$ cat config.mk
export PLATFORM = sky130hd
export DESIGN_NAME = cs_resolver
export DESIGN_NICKNAME = d
export VERILOG_FILES = /design/src/rtl/cs_resolver.sv
export SDC_FILE = /design/constraint.sdc
export NUM_CORES = 1
export LEC_CHECK = 0
export ABC_AREA = 1
export CAP_MARGIN = 20
export CORE_ASPECT_RATIO = 1.4
export CORE_MARGIN = 2
export CORE_UTILIZATION = 30
export DETAILED_ROUTE_END_ITERATION = 8
export PLACE_DENSITY = 0.49
export RECOVER_POWER = 50
export REMOVE_ABC_BUFFERS = 1
export SLEW_MARGIN = 40
export SYNTH_ARGS = -nofsm -noshare
export SYNTH_HDL_FRONTEND = slang
export SYNTH_SLANG_ARGS = --single-unit
$ cat constraint.sdc
create_clock -name clk -period 3.05 [get_ports clk]
set_input_delay 0.4575 -clock clk [delete_from_list [all_inputs] [get_ports clk]]
set_output_delay 0.4575 -clock clk [all_outputs]
set_load 0.005 [all_outputs]
$ cat src/rtl/cs_resolver.sv
// cs_resolver: converts a carry-save pair (carry word, sum word) into a
// binary sum, resolving CHUNK bits per clock so that no full-width carry
// chain sits in any single-cycle path. Operands arrive and the result
// leaves on valid/ready handshakes.
module cs_resolver #(
   parameter int WIDTH = 41,
   parameter int CHUNK = 8
) (
   input  logic             clk,
   input  logic             rst_n,
   input  logic             in_valid,
   output logic             in_ready,
   input  logic [WIDTH-1:0] in_c,
   input  logic [WIDTH-1:0] in_s,
   output logic             out_valid,
   input  logic             out_ready,
   output logic [WIDTH-1:0] out_sum,
   output logic             out_cout
);

   localparam int NCHUNK = (WIDTH + CHUNK - 1) / CHUNK;
   // Width of the last (possibly partial) chunk; bits above it are padding.
   localparam int LASTW  = WIDTH - (NCHUNK - 1) * CHUNK;
   localparam int IW     = (NCHUNK > 1) ? $clog2(NCHUNK) : 1;
   localparam logic [IW-1:0] LAST_IDX = IW'(NCHUNK - 1);

   typedef enum logic [1:0] {IDLE, RUN, DONE} state_t;

   state_t           state, state_nxt;
   logic [WIDTH-1:0] c_reg, s_reg;
   logic [WIDTH-1:0] sum_q, sum_nxt;
   logic             cout_q;
   logic             carry;
   logic [IW-1:0]    idx;
   logic [CHUNK-1:0] c_chunk, s_chunk;
   logic [CHUNK:0]   chunk_sum;
   logic             accept, last;

   assign in_ready  = (state == IDLE);
   assign out_valid = (state == DONE);
   assign accept    = in_valid & in_ready;
   assign last      = (idx == LAST_IDX);
   assign out_sum   = sum_q;
   assign out_cout  = cout_q;

   // Select the current chunk of both operands; bits beyond WIDTH stay zero.
   always_comb begin
      c_chunk = '0;
      s_chunk = '0;
      for (int i = 0; i < WIDTH; i++) begin
         if ((i / CHUNK) == int'(idx)) begin
            c_chunk[i % CHUNK] = c_reg[i];
            s_chunk[i % CHUNK] = s_reg[i];
         end
      end
   end

   // One CHUNK-bit add with carry-in, then merge the result into the sum word.
   always_comb begin
      chunk_sum = {1'b0, c_chunk} + {1'b0, s_chunk} + {{CHUNK{1'b0}}, carry};
      sum_nxt   = sum_q;
      for (int i = 0; i < WIDTH; i++) begin
         if ((i / CHUNK) == int'(idx)) begin
            sum_nxt[i] = chunk_sum[i % CHUNK];
         end
      end
   end

   // State register.
   always_ff @(posedge clk or negedge rst_n) begin
      if (!rst_n) begin
         state <= IDLE;
      end else begin
         state <= state_nxt;
      end
   end

   // Next-state logic: accept in IDLE, walk the chunks in RUN, hold in DONE.
   always_comb begin
      state_nxt = state;
      case (state)
         IDLE:    if (accept) state_nxt = RUN;
         RUN:     if (last) state_nxt = DONE;
         DONE:    if (out_ready) state_nxt = IDLE;
         default: state_nxt = IDLE;
      endcase
   end

   // Operand capture, running carry, chunk index and result registers.
   always_ff @(posedge clk or negedge rst_n) begin
      if (!rst_n) begin
         c_reg  <= '0;
         s_reg  <= '0;
         sum_q  <= '0;
         cout_q <= 1'b0;
         carry  <= 1'b0;
         idx    <= '0;
      end else begin
         if (accept) begin
            c_reg <= in_c;
            s_reg <= in_s;
            carry <= 1'b0;
            idx   <= '0;
         end else if (state == RUN) begin
            sum_q <= sum_nxt;
            carry <= chunk_sum[CHUNK];
            if (last) begin
               // Carry out of bit WIDTH-1, not out of the padded chunk top.
               cout_q <= chunk_sum[LASTW];
            end else begin
               idx <= idx + 1'b1;
            end
         end
      end
   end

endmodule

== Yosys cells after proc, flatten, opt, wreduce, memory -nomap -nowiden ==
Index checks and enable logic that the tools add are counted.

* Bits in registers: 130
* Bits of input ports: 86
* Output and inout port bits: 44

* $add $sub $neg: 3
* Eq/ne operators: 12
* Multiplexer cells: 91
* Bitwise gates (word level): 2
* Reduce and logical (&&, ||, !) cells: 12

{| class="wikitable"
|+ Operators by type and width
! kind !! count
|-
| 2-to-1 mux 1 bit || 84
|-
| AND reduction 3 bit || 8
|-
| equality test 3 bit (first input constant) || 4
|-
| adder 8 x 8 -> 9 bit || 1
|-
| adder 9 x 1 -> 9 bit || 1
|-
| 2-to-1 mux 3 bit || 3
|-
| 2-to-1 mux 2 bit || 3
|-
| case mux 2 bit (3 select lines) || 1
|-
| inequality test 2 x 1 -> 1 bit (second input constant) || 2
|-
| inequality test 2 bit (second input constant) || 2
|-
| adder 3 x 1 -> 3 bit (second input constant) || 1
|-
| equality test 2 x 3 -> 1 bit (first input constant) || 1
|-
| equality test 3 bit (second input constant) || 1
|-
| logical NOT 3 bit || 1
|-
| equality test 2 x 1 -> 1 bit (second input constant) || 1
|-
| equality test 2 bit (second input constant) || 1
|-
| logical NOT 2 bit || 1
|-
| AND reduction 2 bit || 1
|-
| nonzero test 2 bit || 1
|-
| AND 1 bit || 1
|-
| inverter 1 bit || 1
|}

== Depth between registers and ports, before layout ==
* Depth after elaboration: 11
* Depth in mapped cells: 21
* Depth with buffers taken out: 21

== Worst setup path after synthesis ==
OpenSTA, ideal clock, no wires.

* Kind: reg2reg
* Start: register idx[0]
* End: register sum_q[12], in the netlist out_sum[12]
* Arrival: 2.594 ns
* Data required time: 2.985 ns
* Setup slack: 0.392 ns
* Cell stages (with the launch flop): 16
* Clock period less this slack: 2.658 ns
* Cells stage by stage: dfrtp_1 inv_1 ha_1 nand2_2 clkbuf_1 nand2_1 nand2_1 nand2_1 fa_1 inv_1 fa_1 nand3_1 nand2_1 xor2_1 nand2_1 nand2_1

* Word-level cells in the longest chain between the ends: 9
* Elaborated cells on any way between the ends: 61
* Those cells by class: add/sub: 2; eq/ne: 5; mux: 52; reduce/logical: 2

{| class="wikitable"
|+ Ends and longest elaborated chain
! what !! line !! RTL
|-
| from (decl) || 34 || <nowiki>logic [IW-1:0] idx;</nowiki>
|-
| from (signal assigned) || 111 || <nowiki>idx <= idx + 1'b1;</nowiki>
|-
| logical NOT 3 bit || 51 || <nowiki>if ((i / CHUNK) == int'(idx)) begin</nowiki>
|-
| 2-to-1 mux 1 bit (6 in series) || 51 ||
|-
| adder 8 x 8 -> 9 bit || 60 || <nowiki>chunk_sum = {1'b0, c_chunk} + {1'b0, s_chunk} + {{CHUNK{1'b0}}, carry};</nowiki>
|-
| adder 9 x 1 -> 9 bit || 60 ||
|-
| to (signal assigned) || 105 || <nowiki>sum_q <= sum_nxt;</nowiki>
|-
| to (decl) || 31 || <nowiki>logic [WIDTH-1:0] sum_q, sum_nxt;</nowiki>
|}

Several ways; a longest one is shown, not always the timed one.
A chain may end at the register's enable or synchronous reset.

== Final worst setup path ==
* Start: register idx[0]
* End: register sum_q[14], in the netlist out_sum[14]

The elaborated chain is that of the path after synthesis.

==> impl_metrics.xml <==
<?xml version="1.0" encoding="UTF-8"?>
<metrics>
  <group name="floorplanning">
    <metric name="floorplan.die_area" unit="sq um">21950</metric>
    <metric name="floorplan.rows" unit="">62</metric>
    <metric name="design.core.area" unit="sq um">20480</metric>
    <metric name="boundaryPins" unit="">130</metric>
    <metric name="die_w" unit="microns">125.8</metric>
    <metric name="floorplan.initialDensity" unit="%">30.43</metric>
    <metric name="die_y" unit="microns">174.5</metric>
  </group>
  <group name="place">
    <metric name="detailedPlacementHpwl" unit="mm">12.81</metric>
    <metric name="dp_worst_setup_slack" unit="ps">78.41</metric>
    <metric name="place_inst" unit="">1003</metric>
    <metric name="buffer_ports.inserted" unit="">129</metric>
    <metric name="globalplace.congestion" unit="">0.8768</metric>
    <metric name="dpl-instance-area" unit="sq um">7885</metric>
  </group>
  <group name="yosys">
    <metric name="synth.distinct_cells" unit="">31</metric>
    <metric name="yosys_register_bits" unit="">130</metric>
    <metric name="synth_warnings" unit="">0</metric>
    <metric name="dominantRegCellSynth" unit="">sky130_fd_sc_hd__dfrtp_1</metric>
    <metric name="post-synth-top-area-cell" unit="">sky130_fd_sc_hd__dfrtp_1</metric>
    <metric name="mappedNetlistArea" unit="sq um">6231</metric>
    <metric name="ys_seq_area_share" unit="%">52.21</metric>
    <metric name="async_flop_share" unit="%">100.0</metric>
    <metric name="synth_top_area_share" unit="%">52.21</metric>
    <metric name="postSynthCellCount" unit="">620</metric>
    <metric name="synth_edf_count" unit="">0</metric>
    <metric name="yosys-top-cells-area" unit="">sky130_fd_sc_hd__dfrtp_1 52%, sky130_fd_sc_hd__nand2_1 13%, sky130_fd_sc_hd__mux2_2 10%</metric>
    <metric name="mean_instance_size_in_the_synthesized_netlist" unit="sq um">10.05</metric>
  </group>
  <group name="worst_setup_path">
    <metric name="cp-start-kind" unit="">flop</metric>
    <metric name="worst_path_largest_cell_delay" unit="ps">440</metric>
    <metric name="path_cells" unit="">inv_2 &gt; ha_2 &gt; nand2_4 &gt; or2_2 &gt; nand3_1 &gt; nand2_1 &gt; nand2_1 &gt; nand2_1 &gt; nand2_1 &gt; fa_1 &gt; inv_2 &gt; fa_2 &gt; nand3_1 &gt; nand2_2 &gt; nand2_1 &gt; nand3b_1 &gt; nand3_1 &gt; nand2_1</metric>
    <metric name="worstSetupEndpointType" unit="">flop</metric>
    <metric name="rr_endpoint" unit="">out_sum[14]</metric>
    <metric name="ff2ff_setup_slack" unit="ps">170</metric>
    <metric name="worst_path_maximum_fanout" unit="">7</metric>
    <metric name="critPathKind" unit="">reg -&gt; reg</metric>
    <metric name="crit_top_cell" unit="">sky130_fd_sc_hd__nand2_1</metric>
    <metric name="worst_r2r_startpoint" unit="">idx[0]</metric>
    <metric name="cp_slowest_cell" unit="">sky130_fd_sc_hd__dfrtp_2</metric>
    <metric name="worst_ep_arrival" unit="ps">3180</metric>
    <metric name="setup.worst_path.start" unit="">idx[0]</metric>
    <metric name="r2r_cell_count" unit="">18</metric>
    <metric name="cp_data_required_time" unit="ps">3350</metric>
  </group>
  <group name="grt">
    <metric name="antenna_found_initial" unit="">0</metric>
    <metric name="grt_pass1_wl" unit="mm">27.43</metric>
    <metric name="globalRouteOverflowTotal" unit="">0</metric>
    <metric name="globalRouteTotalUtil" unit="%">16.01</metric>
    <metric name="grt_max_degree" unit="">75</metric>
    <metric name="grt_pass1_vias" unit="">5188</metric>
  </group>
  <group name="layout">
    <metric name="nets" unit="">867</metric>
    <metric name="layout.cells.non_filler" unit="">1036</metric>
    <metric name="stdcell_area" unit="sq um">8506</metric>
    <metric name="antenna_cells" unit="">0</metric>
    <metric name="synthToLayoutAreaGrowth" unit="%">36.51</metric>
    <metric name="drive_gt1_share" unit="%">21.28</metric>
    <metric name="final_core_utilization" unit="%">41.53</metric>
  </group>
  <group name="routing">
    <metric name="vias" unit="">4760</metric>
    <metric name="met1_length" unit="mm">6.935</metric>
    <metric name="detailroute.wirelength.met2" unit="mm">9.255</metric>
    <metric name="top_signal_layer_used" unit="">met4</metric>
    <metric name="route.antenna.remaining_nets" unit="">0</metric>
    <metric name="via_per_inst" unit="">4.595</metric>
    <metric name="dr.pass1.iters" unit="">4</metric>
    <metric name="drc" unit="">0</metric>
    <metric name="met3_length" unit="microns">487</metric>
    <metric name="detail_route.wl_per_cell" unit="microns">16.44</metric>
    <metric name="route.final.wire_length" unit="mm">17.03</metric>
    <metric name="initialDrtViolationCount" unit="">263</metric>
  </group>
  <group name="timing">
    <metric name="worst_clock_skew" unit="ps">8.871</metric>
    <metric name="layout_min_cycle_time" unit="ps">2882</metric>
    <metric name="fin_tns_setup" unit="ps">0</metric>
    <metric name="clock.fmax" unit="MHz">347.0</metric>
    <metric name="max_slew_margin" unit="%">3.166</metric>
    <metric name="timing_worst_slew_pin_value" unit="ps">1453</metric>
    <metric name="report.final.hold_viol_count" unit="">0</metric>
    <metric name="setup_viol" unit="">0</metric>
    <metric name="final_max_slew_viol_count" unit="">0</metric>
    <metric name="finalWorstSetupSlack" unit="ps">168.4</metric>
    <metric name="final_period_util" unit="%">94.48</metric>
    <metric name="whs" unit="ps">380.5</metric>
  </group>
  <group name="power">
    <metric name="p_total" unit="mW">10.63</metric>
    <metric name="power-per-cell-area" unit="nW/um^2">1250</metric>
    <metric name="cellLeakagePower" unit="nW">3.968</metric>
    <metric name="ir_worst_vdd" unit="mV">0.6245</metric>
  </group>
  <group name="clocking">
    <metric name="postCtsHoldBufs" unit="">0</metric>
    <metric name="ctsRootBufferMaster" unit="">sky130_fd_sc_hd__clkbuf_16</metric>
    <metric name="worst_skew_pair.late_latency" unit="ps">420</metric>
    <metric name="clk_pin_slew_worst_paths" unit="ps">50</metric>
    <metric name="cts_tree" unit="">yes</metric>
    <metric name="cts_max_path_buffers" unit="">2</metric>
    <metric name="cts_buffers" unit="">17</metric>
    <metric name="number_of_levels_the_h_tree_was_split_into" unit="">4</metric>
    <metric name="numClockSinks" unit="">130</metric>
  </group>
  <group name="flow_run">
    <metric name="maxCapViolations" unit="">0</metric>
  </group>
  <group name="status">
    <metric name="status" unit="">complete, no violations</metric>
  </group>
  <group name="hold_path">
    <metric name="min-delay-path-class" unit="">in -&gt; async</metric>
  </group>
</metrics>
critical path, delay by kind of cell, from the launching register on:
family	cells	cell delay [ps]
buf+inv	2	160
simple gates	13	1420
fa+ha+maj	3	760
flops	1	440
what timing repair did:
| item | in CTS | in global routing |
|---|---|---|
| gates resized for setup | 0 | 21 |
| endpoints found under the hold margin | 0 | 0 |
| endpoints found under the setup margin | 0 | 31 |
| buffers inserted | 0 | 1 |
metal layers:
| metal | track usage, % | vias to the layer above |
|---|---|---|
| li1 | - | 2323 |
| met1 | 18.23 | 2310 |
| met2 | 29.39 | 110 |
| met3 | 2.924 | 17 |
| met4 | 6.319 | 0 |
| met5 | 0 | - |
how the worst max path moves through the flow:
stage	end	slack, ps
6_report	out_sum[14]	170
5_1_grt	out_sum[15]	-20
4_1_cts	out_sum[15]	50
3_5_place_dp	out_sum[15]	80
3_3_place_gp	out_sum[39]	220
2_1_floorplan	out_sum[12]	7
layout make-up:
| cell class | count | area (sq um) |
|---|---|---|
| clock buffer | 24 | 501.7 |
| inverter | 38 | 147.6 |
| clock inverter | 8 | 100.1 |
| tap | 256 | 320.3 |
| fill | 2049 | 11970 |
| timing repair buffer | 146 | 1435 |
| multi-input combinational | 434 | 2746 |
| sequential | 130 | 3254 |
synth_stat cells, types with 5 or more instances:
master	instances
sky130_fd_sc_hd__dfrtp_1	130
sky130_fd_sc_hd__nor2_4	9
sky130_fd_sc_hd__buf_2	10
sky130_fd_sc_hd__or2_2	5
sky130_fd_sc_hd__inv_1	29
sky130_fd_sc_hd__inv_2	7
sky130_fd_sc_hd__o211ai_1	7
sky130_fd_sc_hd__nand2_1	209
sky130_fd_sc_hd__o21ai_0	12
sky130_fd_sc_hd__buf_6	5
sky130_fd_sc_hd__ha_1	12
sky130_fd_sc_hd__a21oi_1	15
sky130_fd_sc_hd__nor2_1	26
sky130_fd_sc_hd__mux2_4	23
sky130_fd_sc_hd__nand3_1	37
sky130_fd_sc_hd__mux2_2	57
logic make-up after synthesis:
logic type,count (synthesis),synth area share [%]
flip-flops,130,52.21
AO/OA/AOI/OAI,41,3.695
AND/OR/NAND/NOR,296,20.46
multiplexers,80,15.84
XOR/XNOR,3,0.4218
buffers and inverters,56,4.317
adder cells (fa/ha/maj),14,3.052
where the power goes:
group	internal, mW	leakage [nW]	switching, mW
Combinational	2.37	2.11	3.10
Sequential	2.59	1.57	0.521
Clock	1.31	0.284	0.743
Total	6.27	3.97	4.36
layout by cell type (no fill, tap or decap), types with 3 or more instances in the layout:
master | netlist | final
sky130_fd_sc_hd__nand2_2 | 2 | 3
sky130_fd_sc_hd__or2_2 | 5 | 5
sky130_fd_sc_hd__nand3_1 | 37 | 37
sky130_fd_sc_hd__mux2_2 | 57 | 57
sky130_fd_sc_hd__o211ai_1 | 7 | 7
sky130_fd_sc_hd__dfrtp_1 | 130 | 129
sky130_fd_sc_hd__a21oi_2 | 0 | 6
sky130_fd_sc_hd__ha_1 | 12 | 7
sky130_fd_sc_hd__mux2_4 | 23 | 17
sky130_fd_sc_hd__clkdlybuf4s50_1 | 0 | 128
sky130_fd_sc_hd__o21ai_0 | 12 | 12
sky130_fd_sc_hd__clkbuf_8 | 0 | 5
sky130_fd_sc_hd__o21ai_1 | 3 | 3
sky130_fd_sc_hd__mux2_1 | 0 | 6
sky130_fd_sc_hd__clkbuf_16 | 0 | 17
sky130_fd_sc_hd__inv_2 | 7 | 10
sky130_fd_sc_hd__a21oi_1 | 15 | 9
sky130_fd_sc_hd__clkbuf_1 | 2 | 3
sky130_fd_sc_hd__ha_2 | 0 | 3
sky130_fd_sc_hd__buf_4 | 1 | 13
sky130_fd_sc_hd__clkinvlp_4 | 0 | 4
sky130_fd_sc_hd__nor2_4 | 9 | 8
sky130_fd_sc_hd__nand4_1 | 3 | 3
sky130_fd_sc_hd__nor2_1 | 26 | 27
sky130_fd_sc_hd__inv_1 | 29 | 26
sky130_fd_sc_hd__nand2_1 | 209 | 208
Power figures use the tool's default switching activity.
